===== src/rtl/eth_pkg.sv =====
// Shared Ethernet constants, deframer state encoding and a byte-wise CRC-32 helper.
package eth_pkg;

    localparam int MAC_OCTETS       = 6;
    localparam int ETHERTYPE_OCTETS = 2;
    localparam int HEADER_OCTETS    = 14;

    localparam logic [7:0] PREAMBLE_BYTE = 8'h55;
    localparam logic [7:0] SFD_BYTE      = 8'hD5;

    localparam logic [31:0] CRC32_POLY    = 32'h04C11DB7;
    localparam logic [31:0] CRC32_INIT    = 32'hFFFFFFFF;
    localparam logic [31:0] CRC32_RESIDUE = 32'hDEBB20E3;

    typedef enum logic [1:0] {
        ST_PREAMBLE,
        ST_HEADER,
        ST_PAYLOAD,
        ST_DROP
    } deframer_state_t;

    // Reflected (LSB-first) CRC-32 update over one byte; the polynomial is bit-reversed here.
    function automatic logic [31:0] crc32_update(input logic [31:0] crc, input logic [7:0] data);
        logic [31:0] poly_r;
        logic [31:0] c;
        for (int i = 0; i < 32; i++) poly_r[i] = CRC32_POLY[31-i];
        c = crc ^ {24'd0, data};
        for (int b = 0; b < 8; b++) c = c[0] ? ((c >> 1) ^ poly_r) : (c >> 1);
        return c;
    endfunction

endpackage


===== src/rtl/eth_crc32.sv =====
// Byte-wide CRC-32 register: combinational next value plus a state register with clear and enable.
module eth_crc32
    import eth_pkg::*;
(
    input  logic        clk,
    input  logic        areset,
    input  logic        clear,
    input  logic        enable,
    input  logic [7:0]  data,
    output logic [31:0] crc,
    output logic [31:0] crc_next
);

    assign crc_next = crc32_update(crc, data);

    // NOTE: sequential state uses non-blocking assignments so every register samples pre-edge values.
    always_ff @(posedge clk or posedge areset) begin
        if (areset)      crc <= CRC32_INIT;
        else if (clear)  crc <= CRC32_INIT;
        else if (enable) crc <= crc_next;
    end

endmodule


===== src/rtl/eth_deframer.sv =====
// Ethernet receive deframer: preamble/SFD check, header extraction, payload forwarding.
// Optional FCS check and stripping when ETH_DEFRAMER_FCS_CHECK_EN is defined.
module eth_deframer
    import eth_pkg::*;
#(
    parameter int PREAMBLE_MIN = 7
) (
    input  logic        clk,
    input  logic        areset,
    output logic        in_axis_tready,
    input  logic        in_axis_tvalid,
    input  logic        in_axis_tlast,
    input  logic [7:0]  in_axis_tdata,
    input  logic        out_axis_tready,
    output logic        out_axis_tvalid,
    output logic        out_axis_tlast,
    output logic [7:0]  out_axis_tdata,
    output logic        out_axis_tuser,
    output logic [47:0] dst_mac,
    output logic [47:0] src_mac,
    output logic [15:0] ethertype,
    output logic        hdr_valid,
    output logic        frame_drop
);

    localparam int               PRE_W    = $clog2(PREAMBLE_MIN + 1);
    localparam logic [PRE_W-1:0] PRE_MAX  = PRE_W'(PREAMBLE_MIN);
    localparam logic [3:0]       HDR_LAST = 4'(HEADER_OCTETS - 1);
    localparam int               SHIFT_W  = (HEADER_OCTETS - 1) * 8;
    localparam int               HDR_W    = HEADER_OCTETS * 8;

    deframer_state_t state, state_next;

    logic [PRE_W-1:0]   pre_cnt;
    logic [3:0]         hdr_cnt;
    logic [SHIFT_W-1:0] hdr_shift;
    logic [HDR_W-1:0]   hdr_full;
    logic               in_fire;
    logic               pay_fire;
    logic               hdr_done;
    logic               drop_set;
    logic               emit;
    logic [7:0]         emit_data;

    assign in_axis_tready = (state == ST_PAYLOAD) ? (!out_axis_tvalid || out_axis_tready) : 1'b1;
    assign in_fire        = in_axis_tvalid && in_axis_tready;
    assign pay_fire       = in_fire && (state == ST_PAYLOAD);
    // The 14th header byte is taken straight from the bus so the fields load on its accept edge.
    assign hdr_full       = {hdr_shift, in_axis_tdata};

`ifdef ETH_DEFRAMER_FCS_CHECK_EN
    logic [3:0][7:0] dly;
    logic [2:0]      dly_cnt;
    logic            dly_full;
    logic [31:0]     crc_q;
    logic [31:0]     crc_next;

    eth_crc32 u_crc32 (
        .clk      (clk),
        .areset   (areset),
        .clear    (state == ST_PREAMBLE),
        .enable   (in_fire && (state == ST_HEADER || state == ST_PAYLOAD)),
        .data     (in_axis_tdata),
        .crc      (crc_q),
        .crc_next (crc_next)
    );

    // Payload is held back four bytes so the FCS never reaches the output.
    assign dly_full  = (dly_cnt == 3'd4);
    assign emit      = pay_fire && dly_full;
    assign emit_data = dly[3];

    always_ff @(posedge clk or posedge areset) begin
        if (areset) begin
            dly            <= '0;
            dly_cnt        <= '0;
            out_axis_tuser <= 1'b0;
        end else begin
            if (pay_fire) begin
                dly     <= {dly[2:0], in_axis_tdata};
                dly_cnt <= in_axis_tlast ? 3'd0 : (dly_full ? dly_cnt : dly_cnt + 3'd1);
            end
            if (emit) out_axis_tuser <= in_axis_tlast && (crc_next != CRC32_RESIDUE);
        end
    end
`else
    assign emit           = pay_fire;
    assign emit_data      = in_axis_tdata;
    assign out_axis_tuser = 1'b0;
`endif

    always_ff @(posedge clk or posedge areset) begin
        if (areset) state <= ST_PREAMBLE;
        else        state <= state_next;
    end

    // NOTE: every always_comb output gets a default first so no path can infer a latch.
    always_comb begin
        state_next = state;
        drop_set   = 1'b0;
        hdr_done   = 1'b0;
        case (state)
            ST_PREAMBLE: begin
                if (in_fire) begin
                    if (in_axis_tlast) begin
                        drop_set = 1'b1;
                    end else if (in_axis_tdata == SFD_BYTE && pre_cnt >= PRE_MAX) begin
                        state_next = ST_HEADER;
                    end else if (in_axis_tdata != PREAMBLE_BYTE) begin
                        state_next = ST_DROP;
                        drop_set   = 1'b1;
                    end
                end
            end
            ST_HEADER: begin
                if (in_fire) begin
                    if (in_axis_tlast) begin
                        state_next = ST_PREAMBLE;
                        drop_set   = 1'b1;
                    end else if (hdr_cnt == HDR_LAST) begin
                        state_next = ST_PAYLOAD;
                        hdr_done   = 1'b1;
                    end
                end
            end
            ST_PAYLOAD: begin
                if (in_fire && in_axis_tlast) begin
                    state_next = ST_PREAMBLE;
`ifdef ETH_DEFRAMER_FCS_CHECK_EN
                    drop_set   = !dly_full;
`endif
                end
            end
            ST_DROP: begin
                if (in_fire && in_axis_tlast) state_next = ST_PREAMBLE;
            end
            default: state_next = ST_PREAMBLE;
        endcase
    end

    always_ff @(posedge clk or posedge areset) begin
        if (areset) begin
            pre_cnt    <= '0;
            hdr_cnt    <= '0;
            hdr_shift  <= '0;
            dst_mac    <= '0;
            src_mac    <= '0;
            ethertype  <= '0;
            hdr_valid  <= 1'b0;
            frame_drop <= 1'b0;
        end else begin
            hdr_valid  <= hdr_done;
            frame_drop <= drop_set;
            if (in_fire && state == ST_PREAMBLE) begin
                if (!in_axis_tlast && in_axis_tdata == PREAMBLE_BYTE)
                    pre_cnt <= (pre_cnt == PRE_MAX) ? pre_cnt : pre_cnt + 1'b1;
                else
                    pre_cnt <= '0;
            end
            if (in_fire && state == ST_HEADER) begin
                hdr_shift <= {hdr_shift[SHIFT_W-9:0], in_axis_tdata};
                hdr_cnt   <= (in_axis_tlast || hdr_cnt == HDR_LAST) ? 4'd0 : hdr_cnt + 4'd1;
            end
            if (hdr_done) begin
                dst_mac   <= hdr_full[HDR_W-1 -: MAC_OCTETS*8];
                src_mac   <= hdr_full[HDR_W-MAC_OCTETS*8-1 -: MAC_OCTETS*8];
                ethertype <= hdr_full[ETHERTYPE_OCTETS*8-1:0];
            end
        end
    end

    // Single-beat output register; a new beat only lands when the slot is free or draining.
    always_ff @(posedge clk or posedge areset) begin
        if (areset) begin
            out_axis_tvalid <= 1'b0;
            out_axis_tlast  <= 1'b0;
            out_axis_tdata  <= '0;
        end else begin
            if (out_axis_tvalid && out_axis_tready) out_axis_tvalid <= 1'b0;
            if (emit) begin
                out_axis_tvalid <= 1'b1;
                out_axis_tdata  <= emit_data;
                out_axis_tlast  <= in_axis_tlast;
            end
        end
    end

endmodule


===== config.mk =====
export PLATFORM = sky130hd
export DESIGN_NAME = eth_deframer
export DESIGN_NICKNAME = d
export VERILOG_FILES = /design/src/rtl/eth_pkg.sv /design/src/rtl/eth_crc32.sv /design/src/rtl/eth_deframer.sv
export SDC_FILE = /design/constraint.sdc
export NUM_CORES = 1
export LEC_CHECK = 0
export CAP_MARGIN = 20
export CORE_AREA = 2 2 140 142
export DETAILED_ROUTE_END_ITERATION = 7
export DIE_AREA = 0 0 142 144
export HOLD_SLACK_MARGIN = 0.1
export PLACE_DENSITY = 0.71
export SYNTH_ARGS = -nofsm -noshare
export SYNTH_HDL_FRONTEND = slang
export SYNTH_SLANG_ARGS = --single-unit

===== constraint.sdc =====
create_clock -name clk -period 11.04 [get_ports clk]
set_clock_uncertainty 0.15 [all_clocks]
set_input_delay 2.208 -clock clk [delete_from_list [all_inputs] [get_ports clk]]
set_output_delay 2.208 -clock clk [all_outputs]
set_load 0.05 [all_outputs]

* Word level (Yosys, flattened, before mapping)
Cells that the tools add are included.
** Operators by class
- $add $sub $neg :: 2
- Multiply operators :: 0
- Div/mod/pow operators :: 0
- Order comparisons :: 1
- Equal/unequal tests :: 15
- Shift operators :: 0
- Mux-type cells :: 26
- Bitwise logic cells :: 0
- Reductions and logical operators :: 17
** Operators by type and width (number)
- two-way mux 2 bit :: 8
- two-way mux 1 bit :: 13
- == test 8 x 7 -> 1 bit, second input constant :: 1
- == test 8 bit, second input constant :: 1
- logical AND 1 bit :: 8
- inequality test 2 bit, second input constant :: 4
- inequality test 8 x 7 -> 1 bit, second input constant :: 1
- two-way mux 3 bit :: 2
- inequality test 3 bit, second input constant :: 2
- case mux 2 bit (3 select lines) :: 1
- AND reduction 6 bit :: 1
- adder 4 x 1 -> 4 bit, second input constant :: 1
- == test 2 bit, second input constant :: 2
- == test 4 bit, second input constant :: 1
- two-way mux 4 bit :: 1
- adder 3 x 1 -> 3 bit, second input constant :: 1
- == test 3 bit, second input constant :: 1
- greater-or-equal comparator 3 bit, second input constant :: 1
- == test 2 x 1 -> 1 bit, second input constant :: 1
- logical NOT 1 bit :: 2
- logical NOT 2 bit :: 1
- logical OR 1 bit :: 2
- inequality test 2 x 1 -> 1 bit, second input constant :: 1
- case mux 1 bit (2 select lines) :: 1
- other kinds (3) :: 3
** Word-level totals
- Register bits :: 237
- Latch bits :: 0
- Memory bits (writable) :: 0
- Memory bits (read-only) :: 0
- Input port bits :: 13
- Output and inout bits :: 126
- Logic and storage cells :: 73
- Memories :: 0

* Depth between registers and ports, before layout
- Word-level depth :: 7
- Depth in mapped cells :: 8
- Depth with buffers taken out :: 6

* Worst setup path before layout
No wires, ideal clock.
- Path type :: input port to output port
- From :: input port out_axis_tready
- To :: output port in_axis_tready
- Data arrival time :: 2940 ps
- Data required time :: 8682 ps
- Setup slack :: 5742 ps
- Cell stages on the path :: 2
- Buffers on the path :: 0
- Cell sequence :: nand2b_1 > or3_1
** On the way
- Longest elaborated chain between the ends :: 2
** Ends and longest elaborated chain
- start, declared :: RTL line eth_deframer.sv:14 : input logic out_axis_tready,
- logical OR 1 bit :: RTL line eth_deframer.sv:45 : assign in_axis_tready = (state == ST_PAYLOAD) ? (!out_axis_tvalid || out_axis_tready) : 1'b1;
- two-way mux 1 bit :: RTL line eth_deframer.sv:45
- end, declared :: RTL line eth_deframer.sv:10 : output logic in_axis_tready,
No other way between the ends.

* Worst setup path after layout
Same ends and word-level chain as after synthesis.

==> impl_metrics.xml <==
<?xml version="1.0" encoding="UTF-8"?>
<metrics>
  <group name="worst_setup_path">
    <metric name="timing.critical_path.mode_cell" unit="">sky130_fd_sc_hd__clkdlybuf4s50_1</metric>
    <metric name="timing.critical_path.to_type" unit="">output pin</metric>
    <metric name="crit_path_max_incr_delay" unit="ns">0.71</metric>
    <metric name="path_cells" unit="">clkdlybuf4s50_1 &gt; nand2b_1 &gt; or3_1 &gt; clkdlybuf4s50_1</metric>
    <metric name="crit_arrival" unit="ns">3.86</metric>
    <metric name="crit_type" unit="">in2out</metric>
    <metric name="worst-path-max-fanout" unit="">5</metric>
    <metric name="required" unit="ns">8.68</metric>
    <metric name="cp-start-kind" unit="">primary input</metric>
    <metric name="timing.critical_path.slowest_stage_cell" unit="">sky130_fd_sc_hd__clkdlybuf4s50_1</metric>
  </group>
  <group name="clock_tree">
    <metric name="clock_insertion_delay_worst_skew" unit="ns">0.50</metric>
    <metric name="post-cts-setup-buffer-count" unit="">0</metric>
    <metric name="clock_tree.buffer_depth" unit="">3</metric>
    <metric name="postCtsResizedCells" unit="">0</metric>
    <metric name="cts_tree" unit="">yes</metric>
    <metric name="tritoncts.num_buffers" unit="">25</metric>
    <metric name="clock-root-buffer" unit="">sky130_fd_sc_hd__clkbuf_16</metric>
    <metric name="clock-sinks" unit="">237</metric>
    <metric name="cts_htree_levels" unit="">1</metric>
    <metric name="cts.hold.buffers_added" unit="">0</metric>
    <metric name="cts.clk_slew.worst_paths" unit="ns">0.05</metric>
  </group>
  <group name="synthesis">
    <metric name="mappedNetlistArea" unit="sq um">9300</metric>
    <metric name="mean_area_per_synthesized_cell" unit="sq um">16.9</metric>
    <metric name="synth_nets" unit="">567</metric>
    <metric name="count_of_flip_flops_with_a_built_in_enable_after_synthesis" unit="">0</metric>
    <metric name="proportion_of_synthesized_flip_flops_having_asynchronous_set_or_reset" unit="%">100</metric>
    <metric name="synth-seq-cells" unit="">237</metric>
    <metric name="ys.flop_type" unit="">sky130_fd_sc_hd__dfrtp_1</metric>
    <metric name="yosys_warns" unit="">0</metric>
    <metric name="postSynthCellCount" unit="">550</metric>
    <metric name="synth_sequential_area_ratio" unit="%">63.8</metric>
    <metric name="ys_types" unit="">35</metric>
  </group>
  <group name="grt">
    <metric name="global_route_usage_over_all_layers" unit="%">17.4</metric>
    <metric name="number_of_antenna_violations_at_the_first_check_in_global_routing" unit="">0</metric>
    <metric name="number_of_global_route_vias_before_repair" unit="">5294</metric>
    <metric name="grt_pass1_wl" unit="mm">28.4</metric>
    <metric name="overflow" unit="">0</metric>
    <metric name="grt_max_degree" unit="">163</metric>
  </group>
  <group name="power">
    <metric name="max-vdd-ir-drop" unit="mV">0.124</metric>
    <metric name="pwr_density_cell" unit="nW/um^2">233</metric>
    <metric name="power.leakage" unit="nW">5.66</metric>
    <metric name="total_power" unit="mW">2.73</metric>
  </group>
  <group name="detailed_routing">
    <metric name="drt_wl_total" unit="mm">17.5</metric>
    <metric name="routed_via_count" unit="">4923</metric>
    <metric name="drt_pass1_iterations" unit="">4</metric>
    <metric name="met3WireLength" unit="microns">834</metric>
    <metric name="viasPerCell" unit="">5.20</metric>
    <metric name="detailroute.wirelength.met2" unit="mm">8.79</metric>
    <metric name="m1WireLength" unit="mm">7.64</metric>
    <metric name="drt.antenna.violating_nets" unit="">0</metric>
    <metric name="initial_drc_count" unit="">177</metric>
    <metric name="route.detailed.drc" unit="">0</metric>
    <metric name="wire_per_inst" unit="microns">18.5</metric>
    <metric name="highest-signal-layer" unit="">met4</metric>
  </group>
  <group name="finish">
    <metric name="drive_gt1_share" unit="%">39.1</metric>
    <metric name="fillerInstances" unit="">1401</metric>
    <metric name="final_nets" unit="">708</metric>
    <metric name="commonest_cells_after_routing_fill_and_taps_aside" unit="">sky130_fd_sc_hd__dfrtp_1, sky130_fd_sc_hd__mux2_2, sky130_fd_sc_hd__clkdlybuf4s50_1</metric>
    <metric name="flow.area_growth_from_synthesis" unit="%">25.8</metric>
    <metric name="final_cell_count_no_fill" unit="">947</metric>
    <metric name="mostFrequentLayoutCell" unit="">sky130_fd_sc_hd__dfrtp_1</metric>
    <metric name="final_util" unit="%">61.3</metric>
    <metric name="insertedDiodeCount" unit="">0</metric>
  </group>
  <group name="sta">
    <metric name="slew-limit-headroom" unit="%">29.6</metric>
    <metric name="timing.final.crit_period" unit="ns">6.22</metric>
    <metric name="timing_worst_slew_pin_value" unit="ns">1.06</metric>
    <metric name="final_max_slew_viol_count" unit="">0</metric>
    <metric name="setup_violations" unit="">0</metric>
    <metric name="timing.final.hold_violations" unit="">0</metric>
    <metric name="final_min_period_over_clock_period" unit="%">56.3</metric>
    <metric name="hold-worst-slack" unit="ns">0.352</metric>
    <metric name="rsz0062_at_grt" unit="">false</metric>
    <metric name="setup_tns" unit="ns">0</metric>
    <metric name="fmaxAchievable" unit="MHz">161</metric>
  </group>
  <group name="placement">
    <metric name="placement.io_buffers" unit="">137</metric>
    <metric name="placed_cells_incl_taps" unit="">901</metric>
    <metric name="detailedPlacementHpwl" unit="mm">11.2</metric>
    <metric name="routabilityCongestion" unit="">0.714</metric>
  </group>
  <group name="run">
    <metric name="timing.max_cap.violations" unit="">0</metric>
  </group>
  <group name="floorplan">
    <metric name="floorplan.die.height" unit="microns">144</metric>
    <metric name="starting_utilization_of_the_core_area" unit="%">48.7</metric>
    <metric name="std_cell_rows" unit="">51</metric>
    <metric name="design.die.area" unit="sq um">20400</metric>
    <metric name="fp.dieW" unit="microns">142</metric>
    <metric name="top_level_ports" unit="">139</metric>
    <metric name="coreArea" unit="sq um">19100</metric>
  </group>
  <group name="outcome">
    <metric name="run_status" unit="">finished clean</metric>
  </group>
  <group name="worst_hold_path">
    <metric name="worst_min_delay_path_class" unit="">reg2reg</metric>
  </group>
</metrics>
## metal layers
layer  GRT usage (%)  up-vias
met3            3.25       24
met4            4.26        0
met2            29.3      118
met5               0        -
met1            23.5     2560
li1                -     2221
## final timing paths
check | slack (ns) | cells past startpoint | from | end
min reg2reg | 0.35 | 1 | out_axis_tdata[4] | out_axis_tdata[4]
max | 4.82 | 4 | out_axis_tready | in_axis_tready
max in group asynchronous | 6.96 | 4 | areset | hdr_shift[2]
max reg2reg | 7.68 | 5 | hdr_cnt[0] | src_mac[47]
min | 0.35 | 1 | out_axis_tdata[4] | out_axis_tdata[4]
min in group asynchronous | 1.92 | 2 | areset | dst_mac[38]
## synth_stat cells (3+ instances only)
cell type                 instances  area (sq um)
sky130_fd_sc_hd__dfrtp_1        237          5930
sky130_fd_sc_hd__mux2_2         157          1770
sky130_fd_sc_hd__mux2_4          69          1040
sky130_fd_sc_hd__buf_2           17          85.1
sky130_fd_sc_hd__buf_6            7          78.8
sky130_fd_sc_hd__inv_1            6          22.5
sky130_fd_sc_hd__nand2_1          5          18.8
sky130_fd_sc_hd__o21ai_0          5          25.0
sky130_fd_sc_hd__ha_1             4          50.1
sky130_fd_sc_hd__nor2_1           4          15.0
sky130_fd_sc_hd__a22o_1           3          26.3
sky130_fd_sc_hd__nand3_1          3          15.0
sky130_fd_sc_hd__nor3_1           3          15.0
## kinds of logic after synthesis
kind of cell	share of synthesized area (%)
other	0.0403
buffers and inverters	2.26
adder cells (fa/ha/maj)	0.538
AO/OA/AOI/OAI	1.29
flip-flops	63.8
multiplexers	30.2
AND/OR/NAND/NOR	1.94
## sequential cells by signal, indices dropped and copies added (netlist names)
name             cells
hdr_valid            1
out_axis_tdata       8
hdr_cnt              4
dst_mac             48
out_axis_tvalid      1
src_mac             48
pre_cnt              3
state                2
hdr_shift          104
ethertype           16
frame_drop           1
out_axis_tlast       1
## worst max-delay path, delay by kind of cell
family	cells	cell delay, ns
simple gates	2	0.55
buf+inv	2	1.10
## layout make-up
class                           instances  area, sq um  area share (%)
Clock buffer                           35          733            6.27
Clock inverter                         10          108           0.920
Inverter                                6         30.0           0.257
Multi-Input combinational cell        279         3170            27.1
Sequential cell                       237         5930            50.7
Tap cell                              238          298            2.55
Timing Repair Buffer                  142         1430            12.2
## power by group
| group | internal (mW) | switching, mW | total, mW |
|---|---|---|---|
| registers | 1.10 | 0.179 | 1.28 |
| logic | 0.324 | 0.295 | 0.619 |
| clock network | 0.509 | 0.322 | 0.832 |
## through the flow
stage	cell area [sq um]	setup WS (ns)
finish	11700	4.82
global route	11700	4.76
CTS	11700	4.83
detailed placement	10800	4.84
global placement	10800	4.83
floorplan	9300	2.18
Power figures use the tool's default switching activity.
